[src/rtl/cordic_pkg.sv]
// Shared constants, payload types and helpers for the CORDIC rotation sequencer.
package cordic_pkg;

  localparam int unsigned W     = 12;
  localparam int unsigned ITERS = 12;
  localparam int unsigned CW    = 4;

  // Micro-rotation angles, 2048 = pi; element [0] is the first iteration.
  localparam logic [ITERS-1:0][W-1:0] ATAN_TABLE = {
    12'd0, 12'd1, 12'd1, 12'd3, 12'd5, 12'd10,
    12'd20, 12'd41, 12'd81, 12'd160, 12'd302, 12'd512
  };

  localparam logic [W-1:0]  HALF_TURN = 12'h800;
  localparam logic [CW-1:0] LAST_ITER = CW'(ITERS - 1);

  typedef enum logic [1:0] {
    ST_IDLE = 2'd0,
    ST_LOAD = 2'd1,
    ST_ITER = 2'd2,
    ST_DONE = 2'd3
  } state_t;

  typedef struct packed {
    logic [W-1:0] x;
    logic [W-1:0] y;
    logic [W-1:0] the;
  } sample_t;

  typedef struct packed {
    logic [W-1:0] x;
    logic [W-1:0] y;
  } result_t;

  // Fold |theta| > pi/2 into the convergence range by rotating the vector by pi.
  function automatic sample_t pre_rotate(input sample_t s);
    sample_t r;
    r = s;
    if (s.the[W-1] != s.the[W-2]) begin
      r.x   = -s.x;
      r.y   = -s.y;
      r.the = s.the ^ HALF_TURN;
    end
    return r;
  endfunction

endpackage

[src/rtl/cordic_if.sv]
// Sample-in / result-out valid-ready channels of the CORDIC sequencer.
interface cordic_if;
  import cordic_pkg::*;

  logic    in_valid;
  logic    in_ready;
  sample_t in_data;
  logic    out_valid;
  logic    out_ready;
  result_t out_data;

  modport master (
    output in_valid, in_data, out_ready,
    input  in_ready, out_valid, out_data
  );

  modport slave (
    input  in_valid, in_data, out_ready,
    output in_ready, out_valid, out_data
  );

endinterface

[src/rtl/atan_rom.sv]
// Arctangent lookup for the micro-rotation index; zero beyond the last iteration.
module atan_rom
  import cordic_pkg::*;
(
  input  logic [CW-1:0] idx,
  output logic [W-1:0]  atan_c
);

  always_comb begin
    atan_c = '0;
    if (idx < CW'(ITERS)) atan_c = ATAN_TABLE[idx];
  end

endmodule

[src/rtl/cordic_ctrl.sv]
// Sequencer for the 12-bit CORDIC rotation datapath: accept, pre-rotate, load,
// 12 micro-rotations, then hold the rotated vector until downstream takes it.
module cordic_ctrl
  import cordic_pkg::*;
(
  input  logic          clk,
  input  logic          rst_n,
  cordic_if.slave       bus,
  output logic [W-1:0]  input_x,
  output logic [W-1:0]  input_y,
  output logic [W-1:0]  input_the,
  output logic [W-1:0]  theta_i,
  output logic          delta_b,
  output logic          start,
  output logic          enable,
  output logic [CW-1:0] count,
  input  logic [W-1:0]  x_out,
  input  logic [W-1:0]  y_out,
  input  logic [W-1:0]  theta_pre
);

  state_t        state_q, state_d;
  sample_t       op_q, op_d;
  result_t       res_q, res_d;
  logic [W-1:0]  z_q, z_d;
  logic [CW-1:0] count_d;
  logic [W-1:0]  theta_d;
  logic          delta_d, start_d, enable_d;
  logic          in_ready_q, in_ready_d;
  logic          out_valid_q, out_valid_d;
  logic [CW-1:0] rom_idx_c;
  logic [W-1:0]  rom_atan_c;
  logic          unused_theta_pre;

  // The residual angle is tracked locally, so the datapath angle is not needed.
  assign unused_theta_pre = ^theta_pre;

  // Table entry for the step that follows the current one.
  assign rom_idx_c = (state_q == ST_ITER) ? count + CW'(1) : '0;

  atan_rom u_atan_rom (
    .idx    (rom_idx_c),
    .atan_c (rom_atan_c)
  );

  assign input_x       = op_q.x;
  assign input_y       = op_q.y;
  assign input_the     = op_q.the;
  assign bus.in_ready  = in_ready_q;
  assign bus.out_valid = out_valid_q;
  assign bus.out_data  = res_q;

  always_ff @(posedge clk or negedge rst_n) begin
    if (!rst_n) begin
      state_q     <= ST_IDLE;
      op_q        <= '0;
      res_q       <= '0;
      z_q         <= '0;
      count       <= '0;
      theta_i     <= '0;
      delta_b     <= 1'b0;
      start       <= 1'b0;
      enable      <= 1'b0;
      in_ready_q  <= 1'b1;
      out_valid_q <= 1'b0;
    end else begin
      state_q     <= state_d;
      op_q        <= op_d;
      res_q       <= res_d;
      z_q         <= z_d;
      count       <= count_d;
      theta_i     <= theta_d;
      delta_b     <= delta_d;
      start       <= start_d;
      enable      <= enable_d;
      in_ready_q  <= in_ready_d;
      out_valid_q <= out_valid_d;
    end
  end

  // Next state and next values of every registered output.
  always_comb begin
    state_d     = state_q;
    op_d        = op_q;
    res_d       = res_q;
    z_d         = z_q;
    count_d     = count;
    theta_d     = '0;
    delta_d     = 1'b0;
    start_d     = 1'b0;
    enable_d    = 1'b0;
    in_ready_d  = 1'b0;
    out_valid_d = 1'b0;

    case (state_q)
      ST_IDLE: begin
        in_ready_d = 1'b1;
        if (bus.in_valid && in_ready_q) begin
          state_d    = ST_LOAD;
          op_d       = pre_rotate(bus.in_data);
          z_d        = op_d.the;
          start_d    = 1'b1;
          enable_d   = 1'b1;
          count_d    = '0;
          in_ready_d = 1'b0;
        end
      end

      ST_LOAD: begin
        state_d  = ST_ITER;
        enable_d = 1'b1;
        count_d  = '0;
        theta_d  = rom_atan_c;
        delta_d  = z_q[W-1];
      end

      ST_ITER: begin
        z_d = delta_b ? z_q + theta_i : z_q - theta_i;
        if (count == LAST_ITER) begin
          state_d     = ST_DONE;
          count_d     = '0;
          out_valid_d = 1'b1;
          res_d       = '{x: x_out, y: y_out};
        end else begin
          enable_d = 1'b1;
          count_d  = count + CW'(1);
          theta_d  = rom_atan_c;
          delta_d  = z_d[W-1];
        end
      end

      ST_DONE: begin
        if (bus.out_ready) begin
          state_d    = ST_IDLE;
          in_ready_d = 1'b1;
        end else begin
          out_valid_d = 1'b1;
        end
      end

      default: state_d = ST_IDLE;
    endcase
  end

endmodule

[src/flat_wrapper.sv]
// flat-port wrapper written by rule: the top's interface ports become plain ports
module cordic_ctrl_flat import cordic_pkg::*;
  (clk, rst_n, input_x, input_y, input_the, theta_i, delta_b, start, enable, count, x_out, y_out, theta_pre, bus_in_valid, bus_in_data, bus_out_ready, bus_in_ready, bus_out_valid, bus_out_data);
  cordic_if bus_i ();
  input  logic clk;
  input  logic rst_n;
  output logic [W-1:0] input_x;
  output logic [W-1:0] input_y;
  output logic [W-1:0] input_the;
  output logic [W-1:0] theta_i;
  output logic delta_b;
  output logic start;
  output logic enable;
  output logic [CW-1:0] count;
  input  logic [W-1:0] x_out;
  input  logic [W-1:0] y_out;
  input  logic [W-1:0] theta_pre;
  input wire logic [$bits(bus_i.in_valid)-1:0] bus_in_valid;
  input wire logic [$bits(bus_i.in_data)-1:0] bus_in_data;
  input wire logic [$bits(bus_i.out_ready)-1:0] bus_out_ready;
  output wire logic [$bits(bus_i.in_ready)-1:0] bus_in_ready;
  output wire logic [$bits(bus_i.out_valid)-1:0] bus_out_valid;
  output wire logic [$bits(bus_i.out_data)-1:0] bus_out_data;
  assign bus_i.in_valid = bus_in_valid;
  assign bus_i.in_data = bus_in_data;
  assign bus_i.out_ready = bus_out_ready;
  assign bus_in_ready = bus_i.in_ready;
  assign bus_out_valid = bus_i.out_valid;
  assign bus_out_data = bus_i.out_data;
  cordic_ctrl u_core (.clk(clk), .rst_n(rst_n), .bus(bus_i), .input_x(input_x), .input_y(input_y), .input_the(input_the), .theta_i(theta_i), .delta_b(delta_b), .start(start), .enable(enable), .count(count), .x_out(x_out), .y_out(y_out), .theta_pre(theta_pre));
endmodule
[config.mk]
export PLATFORM = sky130hd
export DESIGN_NAME = cordic_ctrl_flat
export DESIGN_NICKNAME = d
export VERILOG_FILES = /design/src/rtl/cordic_pkg.sv /design/src/rtl/cordic_if.sv /design/src/rtl/atan_rom.sv /design/src/rtl/cordic_ctrl.sv /design/src/flat_wrapper.sv
export SDC_FILE = /design/constraint.sdc
export NUM_CORES = 1
export LEC_CHECK = 0
export CAP_MARGIN = 20
export CORE_ASPECT_RATIO = 0.9
export CORE_UTILIZATION = 39
export CTS_BUF_LIST = sky130_fd_sc_hd__clkbuf_4
export DETAILED_ROUTE_END_ITERATION = 10
export GPL_TIMING_DRIVEN = 0
export PLACE_DENSITY = 0.81
export REMOVE_ABC_BUFFERS = 1
export SKIP_LAST_GASP = 1
export SYNTH_ARGS = -nofsm -noshare
export SYNTH_HDL_FRONTEND = slang
export SYNTH_SLANG_ARGS = --single-unit
[constraint.sdc]
create_clock -name clk -period 2.7 [get_ports clk]
set_input_delay 0.405 -clock clk [delete_from_list [all_inputs] [get_ports clk]]
set_output_delay 0.405 -clock clk [all_outputs]
set_load 0.02 [all_outputs]
==> qor.csv <==
stage,metric,value,unit
clock_tree,Clock Tree Root,clkbuf_4,
clock_tree,htree depth,3,
synth,top_reg_cell synth,dfrtp_1,
min_path,Worst Hold Class,primary input to async pin,
grt,met2 Use GR,31.1,%
synth,leading area contributor after synthesis,dfrtp_1,
cells_and_area,Post-Layout Cell Count,814,
setup_path,Worst setup SP type,flop,
floorplanning,io pins,157,
pwr,switching share of power,44.1,%
clock_tree,CTS Buf Count,9,
route,DRT Pass-1 Iters,5,
setup_path,max incr delay on CP,0.47,ns
floorplanning,Die Wd,121,um
grt,layer with the highest usage,met2,
grt,GRT Util Overall,18.3,%
synth,area share of the largest cell type after synthesis,46.3,%
pwr,Sw Pwr,3.11,mW
grt,grt total ovfl,0,
pwr,Lkg Pwr,3.05,nW
floorplanning,Core ar.,0.0122,mm2
clock_tree,Worst-path clk slew,0.15,ns
place,PortBufs,142,
setup_path,Crit. End Element,flop,
synth,"EDFF count, synth",0,
cells_and_area,antenna cells,0,
timing,Final Slew Violations,0,
synth,#FFs+latches synth,93,
timing,Final setup violation count,0,
cells_and_area,nets,754,
synth,ys async rst share,100,%
floorplanning,die area,0.0132,mm2
synth,Post-Syn Area,0.00497,mm2
setup_path,worst-path maximum fanout,4,
grt,met3 usage in global routing,4.60,%
timing,crit path time final,2.60,ns
clock_tree,sink count of the clock tree,93,
setup_path,kind of critical path,flop to flop,
pwr,sequential share of power,30.3,%
pwr,clock power share,9.9,%
timing,final worst slack,0.103,ns
synth,Synth Area per Inst,9.85,um2
run,max-capacitance violation count,0,
setup_path,"Max stage delay cell, worst path",dfrtp_2,
setup_path,r2r setup slk,0.10,ns
timing,skew final,0.0127,ns
place,Final GP Congestion,0.859,
clock_tree,latest clock arrival within the worst-skew pair,0.44,ns
timing,fmax,385,MHz
place,Placed Instances,790,
cells_and_area,Layout fillers,1040,
floorplanning,Starting Density,40.7,%
setup_path,critical path arrival,2.93,ns
cells_and_area,layout cell share with drive strength beyond 1,12.1,%
timing,Worst-Margin Slew,1.07,ns
route,final WL,12.0,mm
timing,Tcrit/Tclk final,96.2,%
grt,number of global-route vias before repair,3959,
route,vias per cell,5.02,
pwr,Worst IR Drop VDD,0.598,mV
floorplanning,Rows,38,
timing,RSZ-0062 raised after global routing,true,
cells_and_area,Syn-to-layout area delta,36.7,%
place,Setup WS pre-CTS,-0.498,ns
timing,Final Hold Viols,0,
synth,register area share after synthesis,46.8,%
route,post-route ant nets,0,
route,DR DRC count,0,
clock_tree,clock buffer depth,2,
synth,Area contributors post-synth,"dfrtp_1 46%, ha_1 7.0%, nand2_1 6.4%",
floorplanning,Die Ht,109,um
route,wire per inst,14.8,um
setup_path,Worst Reg-to-Reg Cells,12,
place,Post-DP HPWL,9.02,mm
clock_tree,CTS tree,yes,
route,initial drt markers,171,
status,status,completed,
grt,first-pass GRT wire length,19.0,mm
setup_path,CP Cell Sequence,nor4_4 > nand2_1 > nor2_2 > a21oi_1 > xor2_1 > ha_1 > a21o_1 > a21o_1 > a21oi_2 > o21ai_2 > xnor2_2 > o21ai_1,
pwr,PwrDens,1040,mW/mm2
setup_path,R2R Path Start,u_core.theta_i[2]$_DFF_PN0_,
grt,met1 usage,22.8,%
synth,synth warn,0,
pwr,Logic pwr share,59.8,%
pwr,Pint,3.94,mW
timing,Max-slew headroom,28.0,%
setup_path,RR Endpoint,u_core.z_q[11]$_DFFE_PN0P_,
timing,Setup TNS,0,ns
setup_path,critical path's most frequent cell,a21o_1,
setup_path,CP required,3.03,ns
synth,cells after synthesis,505,
grt,largest net degree at the start of global routing,63,
synth,Yosys cell types,55,
route,via total after detailed routing,4084,
timing,WHS,0.420,ns
grt,antenna violations before repair,0,
[registers in the layout, summed over array words and instances, names as in the netlist, 2 cells and up]
| name | cells |
|---|---|
| u_core.bus.out_data | 24 |
| u_core.count | 4 |
| u_core.input_the | 12 |
| u_core.input_x | 12 |
| u_core.input_y | 12 |
| u_core.state_q | 2 |
| u_core.theta_i | 10 |
| u_core.z_q | 12 |
[Yosys cell counts, types with 2 or more instances]
cell,n
a31oi_1,3
a22o_1,2
inv_1,17
nand3_1,6
mux2_2,26
dfrtp_1,92
nor3_1,6
xor2_1,17
a21o_1,5
nor4_1,5
o21ai_2,2
nand2b_1,4
xnor2_1,25
buf_4,2
o22ai_1,2
a21oi_1,34
nor3b_1,2
clkbuf_1,8
mux2i_1,5
buf_2,8
ha_1,28
o21ai_1,4
and3_1,6
o21bai_1,2
nor2_1,34
o21a_1,2
nand2_1,85
o21ai_0,46
[critical path: cells and delay by family, from the launching register on]
kind	cells	cell delay, ns
compound gates	6	0.78
xor+xnor	2	0.37
fa+ha+maj	1	0.34
flops	1	0.47
simple gates	3	0.55
[logic make-up (layout without fill, tap and decap cells)]
group,after synthesis,after routing,share of synthesized area (%)
and+or+nand+nor,156,156,13.8
AOI/OAI and AO/OA,114,114,13.7
DFF,93,93,46.8
xor gates and xnor gates,43,43,7.73
buffers and inverters,37,185,3.30
muxes,32,32,7.20
adders and majority gates,29,29,7.45
other,1,2,0.0754
[layout by cell type, fill, tap and decap left out, drive strengths merged, types with 2 or more instances in the layout]
master and count:
o21a 2, and3 6, nand2b 4, inv 20
a21o 5, nor3b 2, nor4 6, mux2i 5
a21boi 2, clkinv 2, nand2 86, clkdlybuf4s50 141
dfrtp 92, xnor2 25, a211oi 2, o21bai 3
nand3 7, clkinvlp 2, nor2 34, nor3 7
o22ai 2, mux2 27, conb 2, ha 28
clkbuf 9, xor2 18, a31oi 4, buf 10
o31ai 2, a21oi 35, o21ai 52, a22o 2
[final cells by class]
cell class / instances / area, um2 / share of cell area (%)
Sequential cell: 93 / 2330 / 34.3
Timing Repair Buffer: 152 / 1530 / 22.5
Clock buffer: 9 / 67.6 / 0.994
Clock inverter: 7 / 57.6 / 0.847
Multi-Input combinational cell: 376 / 2550 / 37.5
Inverter: 17 / 63.8 / 0.939
Tap cell: 160 / 200 / 2.94
[metrics by stage]
stage | utilization [%] | power [mW] | instance area [um2]
global route | 55.6 | 7.61 | 6800
finish | 55.6 | 7.05 | 6800
global placement | 53.2 | 5.90 | 6500
floorplan | - | 4.69 | 4880
detailed placement | 53.6 | 6.10 | 6550
CTS | 54.9 | 6.86 | 6710
[metal layers]
layer  wire length [um]  up-vias
met1               5310     1936
met3                667       16
li1                   -     2002
met5                  0        -
met2               5910      130
met4                152        0
[worst max-delay path by stage]
stage | from | to
2_1_floorplan | u_core.state_q[0]$_DFFE_PN0P_ | u_core.z_q[10]$_DFFE_PN0P_
5_1_grt | u_core.theta_i[2]$_DFF_PN0_ | u_core.z_q[11]$_DFFE_PN0P_
4_1_cts | u_core.theta_i[3]$_DFF_PN0_ | u_core.z_q[11]$_DFFE_PN0P_
3_3_place_gp | rst_n | u_core.input_x[1]$_DFFE_PN0P_
6_report | u_core.theta_i[2]$_DFF_PN0_ | u_core.z_q[11]$_DFFE_PN0P_
3_5_place_dp | u_core.state_q[0]$_DFFE_PN0P_ | u_core.theta_i[1]$_DFF_PN0_
[power by group through the flow]
stage,Combinational (mW),Clock [mW],Sequential [mW]
after floorplan,2.17,0,2.52
after global placement,3.76,0,2.13
after detailed placement,3.94,0,2.16
after CTS,3.99,0.733,2.14
after global routing,4.62,0.790,2.20
final,4.22,0.697,2.14
[repair_timing]
item                       in CTS  in global routing
setup endpoints to repair      46                  6
resized for setup               4                  9
pin swaps                       0                 10
hold endpoints to repair       31                  0
setup buffers                   0                  7
hold buffers                    1                  0
No activity file was read; power rests on OpenSTA's default activity.
